===== src/rtl/adc_capture.sv =====
// adc_capture: pre/post-trigger ADC sample capture into a circular buffer.
// Ports:
//   i_clk, i_rst        system clock, asynchronous active-high reset
//   i_adc_d             ADC parallel data
//   o_adc_clk, o_adc_noe conversion clock and active-low output enable to the ADC
//   i_arm               single-cycle capture start request
//   i_trig_level, i_trig_rising, i_force  trigger threshold, edge select, forced trigger
//   o_busy, o_done, o_trig_pos            capture status and trigger sample address
//   i_rd_addr, o_rd_data                  registered buffer read port
module adc_capture #(
  parameter int CLK_DIV = 4,
  parameter int ADDR_W  = 8,
  parameter int PRETRIG = 64
) (
  input  logic              i_clk,
  input  logic              i_rst,
  input  logic [7:0]        i_adc_d,
  output logic              o_adc_clk,
  output logic              o_adc_noe,
  input  logic              i_arm,
  input  logic [7:0]        i_trig_level,
  input  logic              i_trig_rising,
  input  logic              i_force,
  output logic              o_busy,
  output logic              o_done,
  output logic [ADDR_W-1:0] o_trig_pos,
  input  logic [ADDR_W-1:0] i_rd_addr,
  output logic [7:0]        o_rd_data
);
  localparam int DEPTH  = 2**ADDR_W;
  localparam int POST_N = DEPTH - PRETRIG - 1;
  localparam int DW     = $clog2(CLK_DIV);
  localparam logic [ADDR_W-1:0] PRE_LAST  = ADDR_W'(PRETRIG - 1);
  localparam logic [ADDR_W-1:0] POST_LAST = ADDR_W'(POST_N - 1);
  typedef enum logic [2:0] {IDLE, PRE, WAIT_TRIG, POST, DONE_ST} state_t;
  state_t              r_state, w_state_n;
  logic [DW-1:0]       r_div_cnt;
  logic                r_adc_clk;
  logic                r_noe;
  logic [7:0]          r_adc_q;
  logic [7:0]          r_prev;
  logic [ADDR_W-1:0]   r_wr_ptr, w_wr_ptr_n;
  logic [ADDR_W-1:0]   r_cnt, w_cnt_n;
  logic [ADDR_W-1:0]   r_trig_pos, w_trig_pos_n;
  logic [7:0]          r_rd_data;
  logic [7:0]          r_mem [DEPTH];
  logic                w_stb, w_we, w_cur_hi, w_prev_hi, w_trig;
  assign w_stb     = r_div_cnt == DW'(CLK_DIV - 1);
  assign w_cur_hi  = r_adc_q >= i_trig_level;
  assign w_prev_hi = r_prev >= i_trig_level;
  assign w_trig    = i_force | (i_trig_rising ? (!w_prev_hi & w_cur_hi) : (w_prev_hi & !w_cur_hi));
  assign o_adc_clk  = r_adc_clk;
  assign o_adc_noe  = r_noe;
  assign o_busy     = r_state == PRE || r_state == WAIT_TRIG || r_state == POST;
  assign o_done     = r_state == DONE_ST;
  assign o_trig_pos = r_trig_pos;
  assign o_rd_data  = r_rd_data;
  always_comb begin
    w_state_n    = r_state;
    w_wr_ptr_n   = r_wr_ptr;
    w_cnt_n      = r_cnt;
    w_trig_pos_n = r_trig_pos;
    w_we         = 1'b0;
    case (r_state)
      IDLE, DONE_ST: if (i_arm) begin
        w_state_n  = PRE;
        w_wr_ptr_n = '0;
        w_cnt_n    = '0;
      end
      PRE: if (w_stb) begin
        w_we       = 1'b1;
        w_wr_ptr_n = r_wr_ptr + 1'b1;
        w_cnt_n    = r_cnt + 1'b1;
        w_state_n  = r_cnt == PRE_LAST ? WAIT_TRIG : PRE;
      end
      WAIT_TRIG: if (w_stb) begin
        w_we       = 1'b1;
        w_wr_ptr_n = r_wr_ptr + 1'b1;
        if (w_trig) begin
          w_trig_pos_n = r_wr_ptr;
          w_cnt_n      = '0;
          // With PRETRIG = DEPTH-1 there is nothing left to write after the trigger.
          w_state_n    = POST_N == 0 ? DONE_ST : POST;
        end
      end
      POST: if (w_stb) begin
        w_we       = 1'b1;
        w_wr_ptr_n = r_wr_ptr + 1'b1;
        w_cnt_n    = r_cnt + 1'b1;
        w_state_n  = r_cnt == POST_LAST ? DONE_ST : POST;
      end
      default: w_state_n = IDLE;
    endcase
  end
  always_ff @(posedge i_clk or posedge i_rst) begin
    if (i_rst) begin
      r_state    <= IDLE;
      r_div_cnt  <= '0;
      r_adc_clk  <= 1'b0;
      r_noe      <= 1'b1;
      r_adc_q    <= '0;
      r_prev     <= '0;
      r_wr_ptr   <= '0;
      r_cnt      <= '0;
      r_trig_pos <= '0;
    end else begin
      r_state    <= w_state_n;
      r_div_cnt  <= w_stb ? '0 : r_div_cnt + 1'b1;
      r_adc_clk  <= r_div_cnt < DW'(CLK_DIV / 2);
      r_noe      <= 1'b0;
      r_adc_q    <= i_adc_d;
      r_prev     <= w_stb ? r_adc_q : r_prev;
      r_wr_ptr   <= w_wr_ptr_n;
      r_cnt      <= w_cnt_n;
      r_trig_pos <= w_trig_pos_n;
    end
  end
  // Buffer contents survive reset so a completed capture can still be read.
  always_ff @(posedge i_clk) begin
    if (w_we) r_mem[r_wr_ptr] <= r_adc_q;
  end
  always_ff @(posedge i_clk or posedge i_rst) begin
    if (i_rst) r_rd_data <= '0;
    else       r_rd_data <= r_mem[i_rd_addr];
  end
endmodule


===== config.mk =====
export PLATFORM = sky130hd
export DESIGN_NAME = adc_capture
export DESIGN_NICKNAME = d
export VERILOG_FILES = /design/src/rtl/adc_capture.sv
export SDC_FILE = /design/constraint.sdc
export NUM_CORES = 2
export LEC_CHECK = 0
export CAP_MARGIN = 40
export CORE_MARGIN = 1
export CORE_UTILIZATION = 57
export DETAILED_ROUTE_END_ITERATION = 16
export GPL_ROUTABILITY_DRIVEN = 0
export PLACE_DENSITY_LB_ADDON = 0.12
export SETUP_SLACK_MARGIN = 0.5
export SYNTH_ARGS = -nofsm -noshare
export SYNTH_HDL_FRONTEND = slang
export SYNTH_SLANG_ARGS = --single-unit

===== constraint.sdc =====
create_clock -name i_clk -period 5.9 [get_ports i_clk]
set_clock_uncertainty 0.1 [all_clocks]
set_input_delay 1.475 -clock i_clk [delete_from_list [all_inputs] [get_ports i_clk]]
set_output_delay 1.475 -clock i_clk [all_outputs]
set_load 0.05 [all_outputs]

# Yosys cells after proc, flatten, opt, wreduce, memory -nomap -nowiden
# Memory sizes are Yosys's and may differ from the RTL's. A register that Yosys moved wholly into a read port is not among the register bits.
# Index checks and enable logic that the tools add are counted.
totals:
  ram_bits: 2048
  in_bits: 29
  out_inout_bits: 20
  ff_bits: 47
  elab_cells: 68
  memories: 1
memory_table:
  columns: ["memory", "words", "word_bits", "rd", "rd_ports_with_merged_regs", "wr", "line", "text"]
  rows:
  - ["r_mem", 256, 8, 1, 1, 1, "46", "logic [7:0] r_mem [DEPTH];"]
classes:
  n_addsub: 3
  n_eq_ne: 14
  bitwise_logic: 3
  muxes: 21
  reduce_logical: 14
  magnitude_cmp: 3
op_table:
  columns: ["op", "n"]
  rows:
  - ["8-bit 2-to-1 mux", 5]
  - ["8-bit one-hot mux with 3 select lines", 1]
  - ["3-bit 2-to-1 mux", 6]
  - ["8-bit by 1-bit adder with 8-bit output (second input constant)", 2]
  - ["8-bit greater-or-equal comparator", 2]
  - ["8-bit one-hot mux with 2 select lines", 1]
  - ["3-bit one-hot mux with 4 select lines", 1]
  - ["2-bit inequality test (second input constant)", 5]
  - ["5-bit AND reduction", 2]
  - ["8-bit by 6-bit equality test with 1-bit output (second input constant)", 1]
  - ["8-bit equality test (second input constant)", 1]
  - ["3-bit by 2-bit equality test with 1-bit output (second input constant)", 2]
  - ["3-bit AND reduction", 2]
  - ["1-bit 2-to-1 mux", 5]
  - ["2-bit 2-to-1 mux", 2]
  - ["2-bit by 1-bit inequality test with 1-bit output (second input constant)", 2]
  - ["2-bit OR reduction", 2]
  - ["3-bit by 1-bit equality test with 1-bit output (second input constant)", 1]
  - ["3-bit equality test (second input constant)", 1]
  - ["3-bit logical NOT", 1]
  - ["3-bit nonzero test", 1]
  - ["3-bit OR reduction", 1]
  - ["2-bit by 1-bit adder with 2-bit output (second input constant)", 1]
  - ["1-bit AND", 2]
  - ["other kinds (6)", 8]

# Depth between registers and ports, before layout
depth:
  depth_word: 8
  depth_mapped: 12

# Worst setup path before layout
# OpenSTA, ideal clock, no wires.
synth_timing:
  path_kind: "reg2reg"
  from: "register r_adc_q[2]"
  to: "register r_trig_pos[0] (netlist: o_trig_pos[0])"
  slack_ns: 0.178
  n_path_buf: 0
  path_stages_with_launch: 9
  arrival_time_ns: 5.497
  path_cell_list: "dfrtp_1 ha_1 a211oi_1 o21ai_0 a221oi_1 nand3b_1 o21ai_0 o21ai_1 mux2_2"
synth_via:
  elab_chain_len: 6
  word_cells_on_any_way: 7
  classes_between: "1 x order compare; 1 x mux; 3 x bitwise; 2 x reduce/logical"
synth_lines:
  columns: ["element", "line", "text"]
  rows:
  - ["from (decl)", "40", "logic [7:0] r_adc_q;"]
  - ["from (signal assigned)", "111", "r_adc_q <= i_adc_d;"]
  - ["8-bit greater-or-equal comparator (*)", "49", "assign w_cur_hi = r_adc_q >= i_trig_level;"]
  - ["1-bit logical NOT", "51", "assign w_trig = i_force | (i_trig_rising ? (!w_prev_hi & w_cur_hi) : (w_prev_hi & !w_cur_hi));"]
  - ["1-bit AND", "51", null]
  - ["1-bit 2-to-1 mux (*)", "51", null]
  - ["1-bit bitwise OR (*)", "51", null]
  - ["3-bit AND reduction (no source line) (*)", null, null]
  - ["to (signal assigned)", "115", "r_trig_pos <= w_trig_pos_n;"]
  - ["to (decl)", "44", "logic [ADDR_W-1:0] r_trig_pos, w_trig_pos_n;"]
# Every way passes the cells marked *; elsewhere a longest branch is shown, timed or not.
# A chain may end at the register's enable or synchronous reset.

# Worst setup path after layout
layout_timing:
  from: "register r_state[0]"
  to: "output port o_done"
layout_via:
  elab_chain_len: 1
layout_lines:
  columns: ["element", "line", "text"]
  rows:
  - ["from (decl)", "36", "state_t r_state, w_state_n;"]
  - ["from (signal assigned)", "107", "r_state <= w_state_n;"]
  - ["3-bit equality test", "55", "assign o_done = r_state == DONE_ST;"]
  - ["to (decl)", "25", "output logic o_done,"]
# No other way between the ends.

==> results.py <==
metrics = {
    "yosys": {
        "synth_cell_types": 63,
        "seq_area_frac_synth_pct": 76.7,
        "synth_top_area_share_pct": 75.0,
        "yosysTopAreaCell": "edfxtp_1",
        "synthCells": 3955,
        "synth_ff_type": "edfxtp_1",
        "syn_nets": 4007,
        "syn_avg_cell_area_um2": 20.7,
        "syn_area_mm2": 0.0820,
        "async_flop_share_pct": 2.62,
        "synth_warnings": 0,
        "synth_area_leaders": "edfxtp_1, mux4_2, mux2i_1, dfrtp_1, nor2_1",
        "synth_edf_count": 2048,
        "ys_ff_latch": 2103,
    },
    "timing": {
        "post-route-min-period_ps": 4230,
        "drv_slew": 0,
        "finalCritPeriodShare_pct": 71.7,
        "hold_viol": 0,
        "rsz0062_at_grt": "false",
        "finalSetupViolations": 0,
        "setup_tns_ps": 0,
        "worstMarginPinSlew_ps": 1320,
        "fin_ws_ps": 1670,
        "max_freq_mhz": 236,
        "slew_headroom_pct": 11.7,
    },
    "cts": {
        "cts_setup_buffers": 0,
        "cts_buffers": 203,
        "clock_path_buffers": 3,
        "cts_root_buf": "clkbuf_16",
        "cts.sinks": 2103,
        "cts_resized": 0,
        "cts_tree": "built",
        "clkLatencyLatePin_ps": 840,
        "ctsHoldBuffers": 0,
        "htreeDepth": 4,
        "clkTransAtPathRegs_ps": 60,
    },
    "critical_path": {
        "reg2regPathDepth": 6,
        "r2r-start": "r_state[0]",
        "cpMaxStageDelayCell": "clkdlybuf4s50_1",
        "worstPathMaxFanout": 8,
        "startpoint": "r_state[0]",
        "critPathLaunchType": "flip-flop",
        "worstPathCellList": "nor2_1 > and2_1 > clkdlybuf4s50_1",
        "critPathKind": "flip-flop to output pin",
        "r2r-end": "r_mem[184][0]",
        "crit_path_max_incr_delay_ps": 810,
        "cp-end-kind": "output pin",
        "cp.required_ps": 4320,
        "worstPathArrival_ps": 2660,
        "endpoint": "o_done",
        "r2r_slack_ps": 1800,
    },
    "place": {
        "place.port_buffers": 48,
        "dpl.hpwl_um": 124000,
        "dp.cells": 5852,
        "place_ws_ps": 935,
        "post_dp_cell_area_mm2": 0.0856,
    },
    "layout": {
        "nFillCells": 9395,
        "layout.cells.non_filler": 6221,
        "syn2layout_area_growth_pct": 12.0,
        "final_common_cell": "edfxtp_1",
        "drive_above_1_share_pct": 22.6,
        "layout_common_cells": "edfxtp_1, mux4_2, nor2_1, mux2i_1, clkbuf_16",
        "fin_area_mm2": 0.0919,
        "fin_nets": 4222,
    },
    "global_route": {
        "grt_pass1_wl_um": 289000,
        "antenna_found_initial": 8,
        "overflow": 0,
        "grtUsageTotal_pct": 27.8,
        "grt_max_degree": 210,
        "grt_pass1_vias": 40800,
    },
    "routing": {
        "drt-initial-drc-count": 4708,
        "avgRoutedWirePerCell_um": 32.1,
        "via_count": 40600,
        "dr.pass1.iters": 5,
        "drc": 0,
        "viasPerCell": 6.53,
        "antenna_left": 0,
        "routed_wl_um": 199000,
    },
    "power": {
        "power.density_mw_per_mm2": 339,
        "peakVddDrop_mv": 0.238,
        "leakage_nw": 29.4,
    },
    "floorplan": {
        "initial_utilization_pct": 57.7,
        "ios": 49,
        "core_area_mm2": 0.142,
        "die-area_mm2": 0.145,
        "rows": 138,
        "die_y_um": 381,
        "fp.dieW_um": 381,
    },
    "flow_run": {
        "drv_cap": 0,
    },
    "min_path": {
        "hold_class": "flip-flop to flip-flop",
    },
    "run_status": {
        "status": "finished, final reports clean",
    },
}
==> cell type report <==
cell class | instances | area (um^2) | area share, %
tap | 1890 | 2360 | 2.57
sequential | 2103 | 62900 | 68.5
antenna | 2 | 5.00 | 0.00545
inverter | 16 | 60.1 | 0.0654
clock inverter | 89 | 678 | 0.738
timing repair buffer | 244 | 2400 | 2.62
multi-input combinational | 1602 | 17900 | 19.5
clock buffer | 275 | 5570 | 6.06
==> Yosys cell counts (all sizes together) (7+ instances only) <==
master and number:
a211oi 35, a21o 10, a21oi 33, a221oi 20
a22o 16, a22oi 53, a311oi 7, buf 138
clkbuf 96, dfrtp 54, edfxtp 2048, ha 23
inv 15, mux2 16, mux2i 266, mux4 448
nand2 67, nand3 44, nand3b 7, nand4 15
nor2 293, nor2b 19, nor3 24, nor4 8
o211ai 8, o21ai 33, o221ai 7, o22ai 67
o31ai 7, or2 15
==> registers in the layout (all words and copies together), names as in the netlist <==
name / cells
r_cnt: 8
o_adc_noe: 1
o_trig_pos: 8
o_rd_data: 8
r_wr_ptr: 8
r_prev: 8
o_adc_clk: 1
r_state: 3
r_adc_q: 8
r_mem: 2048
r_div_cnt: 2
==> metal layers <==
layer  vias up  global-route usage [%]  share of wire, %
li1      16800                       -                 -
met1     21600                    41.2                41
met2      1911                    42.4                47
met3       330                    5.31               8.8
met4         4                    8.93               3.1
met5         -                       0             0.016
==> cells by family (layout without fill, tap and decap cells) <==
kind of cell	Yosys count	in the layout	share of synthesized area, %
AO/OA/AOI/OAI	316	316	2.68
buffers and inverters	250	624	1.60
multiplexers	730	730	15.8
adder cells (fa/ha/maj)	23	23	0.351
AND/OR/NAND/NOR	527	527	2.88
other	1	3	0.00457
flip-flops	2103	2103	76.7
XOR/XNOR	5	5	0.0534
==> worst min-delay path by stage <==
stage	startpoint	endpoint	slack, ps	cells after the start
6_report	r_div_cnt[1]	o_adc_clk	330	1
2_1_floorplan	r_div_cnt[1]	o_adc_clk	300	1
4_1_cts	r_div_cnt[0]	r_div_cnt[0]	340	1
3_3_place_gp	r_div_cnt[0]	r_div_cnt[0]	320	1
3_5_place_dp	r_div_cnt[1]	o_adc_clk	320	1
5_1_grt	r_div_cnt[0]	r_div_cnt[0]	370	1
==> power by group <==
| group | total [mW] | switching (mW) | internal [mW] |
|---|---|---|---|
| clock network | 12.4 | 5.39 | 6.96 |
| logic | 2.15 | 1.44 | 0.708 |
| registers | 16.6 | 0.182 | 16.4 |
==> critical path: cells and delay by family, from the launching register on <==
family,cells,cell delay (ps)
flops,1,450
simple gates,2,570
buf+inv,1,810
==> through the flow <==
stage                     hold WS [ps]  total power, mW  utilization, %
after floorplan                    298             18.0               -
after global placement             323             19.0            59.7
after detailed placement           320             19.1            60.2
after CTS                          336             31.2            64.6
after global routing               367             31.9            64.7
final                              330             31.1            64.7
Power figures use the tool's default switching activity.
